==> src/rtl/fpu_pkg.sv <==
// Shared floating-point definitions: precision-dependent widths, FSM states,
// canonical special values and field-extract helpers for the fpu_* blocks.
package fpu_pkg;

    localparam logic [31:0] NAN_S = 32'h7fc0_0000;
    localparam logic [63:0] NAN_D = 64'h7ff8_0000_0000_0000;
    localparam logic [31:0] INF_S = 32'h7f80_0000;
    localparam logic [63:0] INF_D = 64'h7ff0_0000_0000_0000;

    typedef enum logic [2:0] {
        S_IDLE, S_UNPACK, S_ALIGN, S_ADDSUB, S_NORM, S_ROUND, S_DONE
    } state_t;

    function automatic int fp_w(input bit dbl);
        return dbl ? 64 : 32;
    endfunction

    function automatic int fp_ew(input bit dbl);
        return dbl ? 11 : 8;
    endfunction

    function automatic int fp_mw(input bit dbl);
        return dbl ? 52 : 23;
    endfunction

    // Operands are passed zero-extended to 64 bits so one helper serves both precisions.
    function automatic logic fp_sign(input logic [63:0] x, input bit dbl);
        return dbl ? x[63] : x[31];
    endfunction

    function automatic logic [10:0] fp_exp(input logic [63:0] x, input bit dbl);
        return dbl ? x[62:52] : {3'b000, x[30:23]};
    endfunction

    function automatic logic [51:0] fp_mant(input logic [63:0] x, input bit dbl);
        return dbl ? x[51:0] : {29'd0, x[22:0]};
    endfunction

    function automatic logic [63:0] fp_nan(input bit dbl);
        return dbl ? NAN_D : {32'd0, NAN_S};
    endfunction

endpackage

==> src/rtl/fpu_round_rne.sv <==
// Combinational round-to-nearest-even on a normalized mantissa with G/R/S bits;
// flags exponent overflow after any rounding carry.
module fpu_round_rne
    import fpu_pkg::*;
#(
    parameter  bit double = 1'b0,
    localparam int EW     = fp_ew(double),
    localparam int MW     = fp_mw(double)
) (
    input  logic [MW:0]   mant,
    input  logic          g,
    input  logic          r,
    input  logic          s,
    input  logic [EW:0]   exp_in,
    output logic [MW-1:0] mant_out,
    output logic [EW-1:0] exp_out,
    output logic          ovf
);

    localparam logic [EW:0] EXP_ONE = {{EW{1'b0}}, 1'b1};
    localparam logic [EW:0] EXP_MAX = {1'b0, {EW{1'b1}}};

    logic          up;
    logic [MW+1:0] sum;
    logic [EW:0]   exp_full;

    always_comb begin
        up  = g & (r | s | mant[0]);
        sum = {1'b0, mant} + {{(MW+1){1'b0}}, up};
        // A carry out of the hidden bit means the mantissa wrapped to 10..0.
        if (sum[MW+1]) begin
            mant_out = sum[MW:1];
            exp_full = exp_in + EXP_ONE;
        end else begin
            mant_out = sum[MW-1:0];
            exp_full = exp_in;
        end
        exp_out = exp_full[EW-1:0];
        ovf     = (exp_full >= EXP_MAX);
    end

endmodule

==> src/rtl/fpu_sub_seq.sv <==
// Multi-cycle IEEE-754 subtractor (a - b) with start/done handshake and a
// serial one-bit-per-cycle normalizer.
module fpu_sub_seq
    import fpu_pkg::*;
#(
    parameter  bit double = 1'b0,
    localparam int W      = fp_w(double),
    localparam int EW     = fp_ew(double),
    localparam int MW     = fp_mw(double)
) (
    input  logic         clk,
    input  logic         rst,
    input  logic         start,
    input  logic [W-1:0] a,
    input  logic [W-1:0] b,
    output logic         busy,
    output logic         done,
    output logic [W-1:0] result,
    output logic         exception
);

    // Working mantissa: carry | hidden | MW fraction | G | R | S
    localparam int          M       = MW + 5;
    localparam logic [EW:0] EXP_ONE = {{EW{1'b0}}, 1'b1};
    localparam logic [EW:0] SH_CAP  = (EW+1)'(MW + 3);

    state_t state, state_nx;

    logic [W-1:0]  a_r, b_r;
    logic          sgn_x, sgn_y;
    logic [EW:0]   exp_x, exp_y;
    logic [M-1:0]  man_x, man_y;
    logic [W-1:0]  res_pend;
    logic          exc_pend;
    logic          accept;

    logic          sa, sb;
    logic [EW-1:0] ea, eb;
    logic [MW-1:0] fa, fb;
    logic          a_nan, b_nan, a_inf, b_inf, a_zero, b_zero, special;

    logic          x_big;
    logic [EW:0]   diff, shamt;
    logic [M-1:0]  small_man, shifted, aligned;
    logic          lost;
    logic [M-1:0]  sum, man_l;

    logic [MW-1:0] r_mant;
    logic [EW-1:0] r_exp;
    logic          r_ovf;

    assign accept = start && (state == S_IDLE) && !busy;

    always_comb begin
        sa     = fp_sign(64'(a_r), double);
        sb     = fp_sign(64'(b_r), double);
        ea     = EW'(fp_exp(64'(a_r), double));
        eb     = EW'(fp_exp(64'(b_r), double));
        fa     = MW'(fp_mant(64'(a_r), double));
        fb     = MW'(fp_mant(64'(b_r), double));
        a_nan  = (&ea) && (|fa);
        b_nan  = (&eb) && (|fb);
        a_inf  = (&ea) && !(|fa);
        b_inf  = (&eb) && !(|fb);
        a_zero = ~|ea;
        b_zero = ~|eb;
        special = a_nan | b_nan | a_inf | b_inf | (a_zero & b_zero);
    end

    // Alignment: larger magnitude goes to x, smaller is shifted right with sticky.
    always_comb begin
        x_big     = {exp_x, man_x} >= {exp_y, man_y};
        diff      = x_big ? (exp_x - exp_y) : (exp_y - exp_x);
        shamt     = (diff > SH_CAP) ? SH_CAP : diff;
        small_man = x_big ? man_y : man_x;
        shifted   = small_man >> shamt;
        lost      = |(small_man & ~({M{1'b1}} << shamt));
        aligned   = {shifted[M-1:1], shifted[0] | lost};
        sum       = (sgn_x == sgn_y) ? (man_x + man_y) : (man_x - man_y);
        man_l     = man_x << 1;
    end

    fpu_round_rne #(.double(double)) u_round (
        .mant     (man_x[M-2:3]),
        .g        (man_x[2]),
        .r        (man_x[1]),
        .s        (man_x[0]),
        .exp_in   (exp_x),
        .mant_out (r_mant),
        .exp_out  (r_exp),
        .ovf      (r_ovf)
    );

    always_comb begin
        state_nx = state;
        case (state)
            S_IDLE:   if (accept) state_nx = S_UNPACK;
            S_UNPACK: state_nx = special ? S_DONE : S_ALIGN;
            S_ALIGN:  state_nx = S_ADDSUB;
            S_ADDSUB: state_nx = (sum == '0) ? S_DONE : S_NORM;
            S_NORM: begin
                if (man_x[M-1] || man_x[M-2])
                    state_nx = S_ROUND;
                else if (exp_x <= EXP_ONE)
                    state_nx = S_DONE;
                else if (man_l[M-2])
                    state_nx = S_ROUND;
            end
            S_ROUND:  state_nx = S_DONE;
            S_DONE:   state_nx = S_IDLE;
            default:  state_nx = S_IDLE;
        endcase
    end

    always_ff @(posedge clk) begin
        if (rst) begin
            state     <= S_IDLE;
            busy      <= 1'b0;
            done      <= 1'b0;
            result    <= '0;
            exception <= 1'b0;
        end else begin
            state <= state_nx;
            done  <= (state == S_DONE);
            if (state == S_DONE) begin
                result    <= res_pend;
                exception <= exc_pend;
            end
            if (done)
                busy <= 1'b0;
            else if (accept)
                busy <= 1'b1;
        end
    end

    always_ff @(posedge clk) begin
        case (state)
            S_IDLE: if (accept) begin
                a_r <= a;
                b_r <= {~b[W-1], b[W-2:0]};
            end
            S_UNPACK: begin
                sgn_x <= sa;
                sgn_y <= sb;
                exp_x <= {1'b0, ea};
                exp_y <= {1'b0, eb};
                man_x <= a_zero ? '0 : {2'b01, fa, 3'b000};
                man_y <= b_zero ? '0 : {2'b01, fb, 3'b000};
                exc_pend <= 1'b0;
                if (a_nan || b_nan || (a_inf && b_inf && (sa != sb))) begin
                    res_pend <= W'(fp_nan(double));
                    exc_pend <= 1'b1;
                end else if (a_inf)
                    res_pend <= {sa, {EW{1'b1}}, {MW{1'b0}}};
                else if (b_inf)
                    res_pend <= {sb, {EW{1'b1}}, {MW{1'b0}}};
                else
                    res_pend <= {sa & sb, {(W-1){1'b0}}};
            end
            S_ALIGN: begin
                sgn_x <= x_big ? sgn_x : sgn_y;
                sgn_y <= x_big ? sgn_y : sgn_x;
                exp_x <= x_big ? exp_x : exp_y;
                man_x <= x_big ? man_x : man_y;
                man_y <= aligned;
            end
            S_ADDSUB: begin
                man_x    <= sum;
                res_pend <= '0;
                exc_pend <= 1'b0;
            end
            S_NORM: begin
                // Carry folds the dropped bit into sticky; otherwise shift left one step.
                if (man_x[M-1]) begin
                    man_x <= {1'b0, man_x[M-1:2], man_x[1] | man_x[0]};
                    exp_x <= exp_x + EXP_ONE;
                end else if (!man_x[M-2]) begin
                    if (exp_x <= EXP_ONE) begin
                        res_pend <= {sgn_x, {(W-1){1'b0}}};
                        exc_pend <= 1'b0;
                    end else begin
                        man_x <= man_l;
                        exp_x <= exp_x - EXP_ONE;
                    end
                end
            end
            S_ROUND: begin
                res_pend <= r_ovf ? {sgn_x, {EW{1'b1}}, {MW{1'b0}}}
                                  : {sgn_x, r_exp, r_mant};
                exc_pend <= r_ovf;
            end
            default: ;
        endcase
    end

endmodule
==> config.mk <==
export PLATFORM = sky130hd
export DESIGN_NAME = fpu_sub_seq
export DESIGN_NICKNAME = d
export VERILOG_FILES = /design/src/rtl/fpu_pkg.sv /design/src/rtl/fpu_round_rne.sv /design/src/rtl/fpu_sub_seq.sv
export SDC_FILE = /design/constraint.sdc
export NUM_CORES = 1
export LEC_CHECK = 0
export ABC_AREA = 1
export ABC_CLOCK_PERIOD_IN_PS = 14400
export BUFFER_PORTS_ARGS = -buffer_cell sky130_fd_sc_hd__buf_4
export CORE_UTILIZATION = 40
export CTS_BUF_LIST = sky130_fd_sc_hd__clkbuf_4 sky130_fd_sc_hd__clkbuf_8 sky130_fd_sc_hd__clkbuf_16
export DETAILED_ROUTE_END_ITERATION = 10
export HOLD_SLACK_MARGIN = 0.06
export PLACE_DENSITY = 0.64
export REMOVE_ABC_BUFFERS = 1
export SLEW_MARGIN = 5
export SYNTH_ARGS = -nofsm -noshare
export SYNTH_HDL_FRONTEND = slang
export SYNTH_SLANG_ARGS = --single-unit
==> constraint.sdc <==
create_clock -name clk -period 14.4 [get_ports clk]
set_input_delay 2.88 -clock clk [delete_from_list [all_inputs] [get_ports clk]]
set_output_delay 2.88 -clock clk [all_outputs]
set_load 0.005 [all_outputs]
==> results.tsv, run 1 <==
stage	metric	value	unit
status	outcome	completed	
yosys	ys_warn_count	0	
clocking	cts.repair.resized	0	
sta	final-hold-violation-count	0	
sta	skew	0.0279	ns
clocking	postCtsHoldBufs	0	
yosys	ys_types	61	
detailed_routing	drc_errors	0	
critical_path	cp.arrival	5.75	ns
critical_path	endpoint_kind	register	
floorplanning	rows	71	
detailed_routing	antenna_left	0	
clocking	postCtsSetupRepairBufs	0	
critical_path	slowest_delay	0.52	ns
global_routing	grt_usage	0.255	
sta	worst_slew_pin_slew	1.04	ns
yosys	synth-edff-count	172	
global_routing	grt_pass1_wl	76.7	mm
clocking	path_clk_slew	0.06	ns
sta	min_period_over_period	0.365	
detailed_routing	dr.pass1.iters	6	
critical_path	setup.worst_path.start_class	register	
yosys	synth_flop_cell	edfxtp_1	
clocking	clock-sinks	210	
floorplanning	die_area	39000	um2
layout	final_cell_mix	nand2_1, inv_1, nor2_1, edfxtp_1, o21ai_0	
hold_path	hold_path.class	register to register	
sta	finalSetupViolCount	0	
detailed_routing	via_count	14200	
layout	final_common_cell	nand2_1	
global_routing	grt_max_degree	65	
sta	setup-tns-final	0	ns
layout	multi_input_area	8130	um2
floorplanning	core	37600	um2
placement	portBuffers	101	
critical_path	reg2reg_depth	28	
detailed_routing	viasPerCell	5.50	
sta	period_minus_slack	5.26	ns
critical_path	worstPathMaxFanout	5	
floorplanning	die_h	197	um
clocking	cts_tree	yes	
layout	fill_cells	3762	
hold_path	holdPathStages	2	
yosys	netlist_instances	1984	
sta	drv_slew	0	
yosys	synth-async-reset-ratio	0	
global_routing	grt_pass1_vias	13500	
yosys	synth.yosys.seq_area_share	0.388	
global_routing	gr-total-overflow	0	
placement	gp_congestion	1.04	
critical_path	slowest_stage	edfxtp_1	
clocking	h-tree-depth	1	
yosys	yosysTopAreaCellShare	0.338	
layout	num-nets-final	2203	
layout	final_layout_size_suffix_gt1_frac	0.0988	
critical_path	required	14.89	ns
yosys	synth_top_cell_by_area	edfxtp_1	
yosys	synth_area	15300	um2
clocking	clockBufferDepth	3	
sta	slew_headroom	0.298	
floorplanning	initial_utilization	0.406	
floorplanning	ios	102	
clocking	root_buffer	clkbuf_16	
detailed_routing	routedWlPerCell	19.3	um
layout	antenna_cells	0	
placement	dp_hpwl	38.8	mm
sta	rsz0062_at_grt	false	
global_routing	antenna_found_initial	0	
detailed_routing	dr.first_iter.drc_count	1288	
yosys	ys_seq_elements	210	
layout	regArea	5930	um2
layout	areaGrowthSynthToFinish	13.1	%
sta	max_freq	190	MHz
critical_path	cp_common_cell	nor3_1	
detailed_routing	drt_wl_total	49.9	mm
clocking	clock_latency	0.57	ns
yosys	syn-mean-instance-area	7.70	um2
clocking	numCtsBuffers	25	
floorplanning	die_w	197	um
critical_path	path_class	register to register	
yosys	synth.area.top_cells	edfxtp_1, nand2_1, ha_1	
run	cap_violations	0	
path summary, 6_finish.rpt:
path	startpoint	to	slack, ns
worst max register to register	man_y[0]	state[1]	9.14
worst min-delay path	res_pend[19]	result[19]	0.47
worst min register to register	res_pend[19]	result[19]	0.47
worst max-delay path	man_y[0]	state[1]	9.14
critical path, delay by kind of cell, from the launching register on:
family          cells  cell delay (ns)
compound gates      2             0.58
xor+xnor            2             0.30
fa+ha+maj           2             0.56
buf+inv             4             0.34
flops               1             0.52
simple gates       18             2.89
sequential cells by signal, indices dropped and copies added, names as in the netlist:
signal,cells
sgn_x,1
b_r,32
exc_pend,1
man_y,28
sgn_y,1
done,1
state,3
a_r,32
busy,1
result,32
res_pend,32
man_x,28
exception,1
exp_x,9
exp_y,8
routing by layer:
layer | track usage | routed length, um
met3 | 0.0405 | 3670
met2 | 0.414 | 22600
met1 | 0.338 | 21600
met4 | 0.105 | 2070
met5 | 0 | 0
kinds of logic after synthesis:
group / count (synthesis) / share of synthesized area
buf+inv: 302 / 0.0818
fa+ha+maj: 81 / 0.0678
xor+xnor: 93 / 0.0533
simple gates: 917 / 0.261
flops: 210 / 0.388
compound gates: 381 / 0.148
per-stage QoR:
step / utilization / instances / hold WS (ns) / cell area [um2] / setup slack, ns
final: 0.460 / 2585 / 0.474 / 17300 / 9.14
after global routing: 0.460 / 2585 / 0.492 / 17300 / 8.68
after CTS: 0.460 / 2585 / 0.476 / 17300 / 9.25
after detailed placement: 0.437 / 2539 / 0.457 / 16400 / 9.30
after global placement: 0.437 / 2539 / 0.452 / 16400 / 9.32
after floorplan: - / 1914 / 0.447 / 14900 / 6.18
cell type report:
| type | count | share of cell area |
|---|---|---|
| clock buffers | 30 | 0.0395 |
| clock inverters | 16 | 0.0105 |
| flip-flops and latches | 210 | 0.343 |
| multi-input cells | 1472 | 0.470 |
| inverters | 232 | 0.0505 |
| repair buffers | 114 | 0.0495 |
| well taps | 511 | 0.0370 |
synth_stat cells (26+ instances only):
library cell / n
clkbuf_1: 31
o21ai_0: 134
dfxtp_1: 38
nor2_1: 207
xor2_1: 81
nand3_1: 129
edfxtp_1: 172
nand2_1: 457
nor3_1: 31
nand4_1: 31
ha_1: 78
o21ai_1: 26
inv_1: 217
a21oi_1: 98
Power of run 1 is left out: the tool's default activity adds up to more than one toggle a clock period on the data nets, which glitch-free logic cannot reach.
==> inputs of run 2 (changes only) <==
ABC_CLOCK_PERIOD_IN_PS = 4500   (was 14400)
PLACE_DENSITY = 0.66   (was 0.64)
clock period = 4.5 ns   (was 14.4 ns; I/O delays follow)
==> run 2 against run 1 <==
Compared with the run above:
- critical path depth down 3
- setup slack worse by 9.1 ns
- routed wire length up 2.7%
- first-iteration DRC count up 38%
- count of clock-buffer cells in the layout up 2
- utilization up 4.0 points
- sequential share of layout area down 2.7 points
- via count up 5.3%
- critical path type unchanged
- critical endpoint is now man_x[23]
==> results.tsv, run 2 (same netlist as run 1, synthesis figures left out) <==
stage	metric	value	unit	change
clocking	clock_latency	0.56	ns	about the same
detailed_routing	dr.first_iter.drc_count	1781		+38%
critical_path	setup.worst_path.start_class	register		
critical_path	cp.arrival	4.75	ns	-1.00 ns
layout	final_cell_mix	nand2_1, buf_4, inv_1, nor2_1, edfxtp_1		
detailed_routing	antenna_left	0		unchanged
layout	areaGrowthSynthToFinish	22.9	%	
placement	gp_congestion	1.07		+2.4%
floorplanning	die_area	39000	um2	unchanged
placement	post_dp_cell_area	17700	um2	+8.0%
sta	slew_headroom	0.230		-0.0673
global_routing	grt_pass1_wl	78.5	mm	+2.3%
critical_path	path_class	register to register		
clocking	numCtsBuffers	25		unchanged
sta	worst_slew_pin_slew	1.15	ns	+0.109 ns
critical_path	r2r-start	man_y[1]		
placement	portBuffers	101		unchanged
layout	fin_area	18800	um2	+8.6%
detailed_routing	dr.pass1.iters	6		unchanged
clocking	root_buffer	clkbuf_16		
global_routing	gr-total-overflow	0		unchanged
critical_path	cp-startpoint	man_y[1]		
detailed_routing	viasPerCell	5.42		-1.5%
floorplanning	core	37600	um2	unchanged
critical_path	worstPathMaxFanout	3		-2
detailed_routing	via_count	15000		+5.3%
sta	drv_slew	0		unchanged
floorplanning	rows	71		unchanged
sta	period_minus_slack	4.45	ns	-0.812 ns
sta	min_period_over_period	0.988		+0.623
layout	num-nets-final	2383		+8.2%
floorplanning	die_h	197	um	unchanged
sta	finalSetupViolCount	0		unchanged
critical_path	required	4.80	ns	-10.09 ns
layout	final_layout_size_suffix_gt1_frac	0.185		+0.0858
floorplanning	die_w	197	um	unchanged
sta	holdWs	0.467	ns	-0.00698 ns
clocking	cts_tree	yes		
detailed_routing	drc_errors	0		unchanged
clocking	clockBufferDepth	3		unchanged
sta	rsz0062_at_grt	true		
detailed_routing	drt_wl_total	51.2	mm	+2.7%
clocking	path_clk_slew	0.06	ns	about the same
global_routing	grt_max_degree	65		unchanged
global_routing	grt_pass1_vias	14000		+3.9%
floorplanning	initial_utilization	0.406		unchanged
sta	max_freq	225	MHz	+18%
status	outcome	completed		
sta	final-hold-violation-count	0		unchanged
clocking	h-tree-depth	1		unchanged
placement	dp_hpwl	40.6	mm	+4.7%
floorplanning	ios	102		unchanged
global_routing	grt_usage	0.261		+0.00588
hold_path	min-delay-start	res_pend[6]		
clocking	clock-sinks	210		unchanged
global_routing	antenna_found_initial	0		unchanged
run	cap_violations	0		unchanged
hold_path	hold_path.class	register to register		
layout	antenna_cells	0		unchanged
critical_path	endpoint_kind	register		
layout	final_common_cell	nand2_1		
sta	skew	0.0197	ns	-0.00812 ns
detailed_routing	routedWlPerCell	18.5	um	-3.9%
## run 2: changes by cell type in the layout (fill, tap and decap cells not counted), moves of 5 or more
cell     before  now
nor3_1       30   25
nand3_2       1    6
nand3_1     129  124
buf_4       114  291
o21ai_0     134  128
## run 2: layout make-up
class | count | area, um2
Inverter | 232 | 875
Fill cell | 3697 | 18800
Clock inverter | 13 | 125
Tap cell | 511 | 639
Clock buffer | 32 | 697
Sequential cell | 210 | 5930
Timing Repair Buffer | 294 | 2240
Multi-Input combinational cell | 1472 | 8270
## run 2: per-layer routing
layer	part of all wire	routed length [um]	GRT usage	up-vias
met5	0	0	0	-
met4	0.041	2080	0.100	0
met3	0.083	4270	0.0265	115
met2	0.45	23300	0.421	684
met1	0.42	21600	0.361	6896
li1	-	-	-	7276
## run 2: path summary, 6_finish.rpt
path | endpoint | slack (ns) | cells past startpoint
hold / removal | result[6] | 0.47 | 2
hold reg to reg | result[6] | 0.47 | 2
setup reg to reg | man_x[23] | 0.05 | 25
setup / recovery | man_x[23] | 0.05 | 25
## run 2: worst max-delay path: stages (launching register included)
cell and delay, ns:
edfxtp_1 0.41, inv_2 0.10, ha_4 0.14, inv_2 0.04
nor3_4 0.18, and3_4 0.22, inv_4 0.04, nor3_4 0.20
nand3_2 0.14, nor3_4 0.19, nand3_2 0.11, nor3_2 0.20
nand3_1 0.14, nor3_2 0.23, nand3_2 0.14, nand2_2 0.09
xor2_1 0.14, ha_1 0.29, nand2_1 0.14, nor2_1 0.07
a21oi_1 0.18, o21ai_2 0.09, buf_4 0.15, xor2_2 0.14
buf_4 0.13, a221o_1 0.29
## run 2: timing repair
| action | CTS | global route |
|---|---|---|
| resized for setup | 3 | 40 |
| pin swaps | 0 | 28 |
| hold buffers | 0 | 0 |
| setup endpoints to repair | 4 | 11 |
| buffers inserted | 0 | 7 |
## run 2: stage by stage
step	util	instances	setup WS, ns	setup TNS [ns]
6_report	0.499	2764	0.0535	0
5_1_grt	0.499	2764	-0.300	-0.990
4_1_cts	0.494	2757	0.00928	0
3_5_place_dp	0.472	2712	-0.141	-0.296
3_3_place_gp	0.472	2712	-0.0481	-0.0547
2_1_floorplan	-	1914	-1.74	-127.85
Power of run 2 is left out for the same reason.
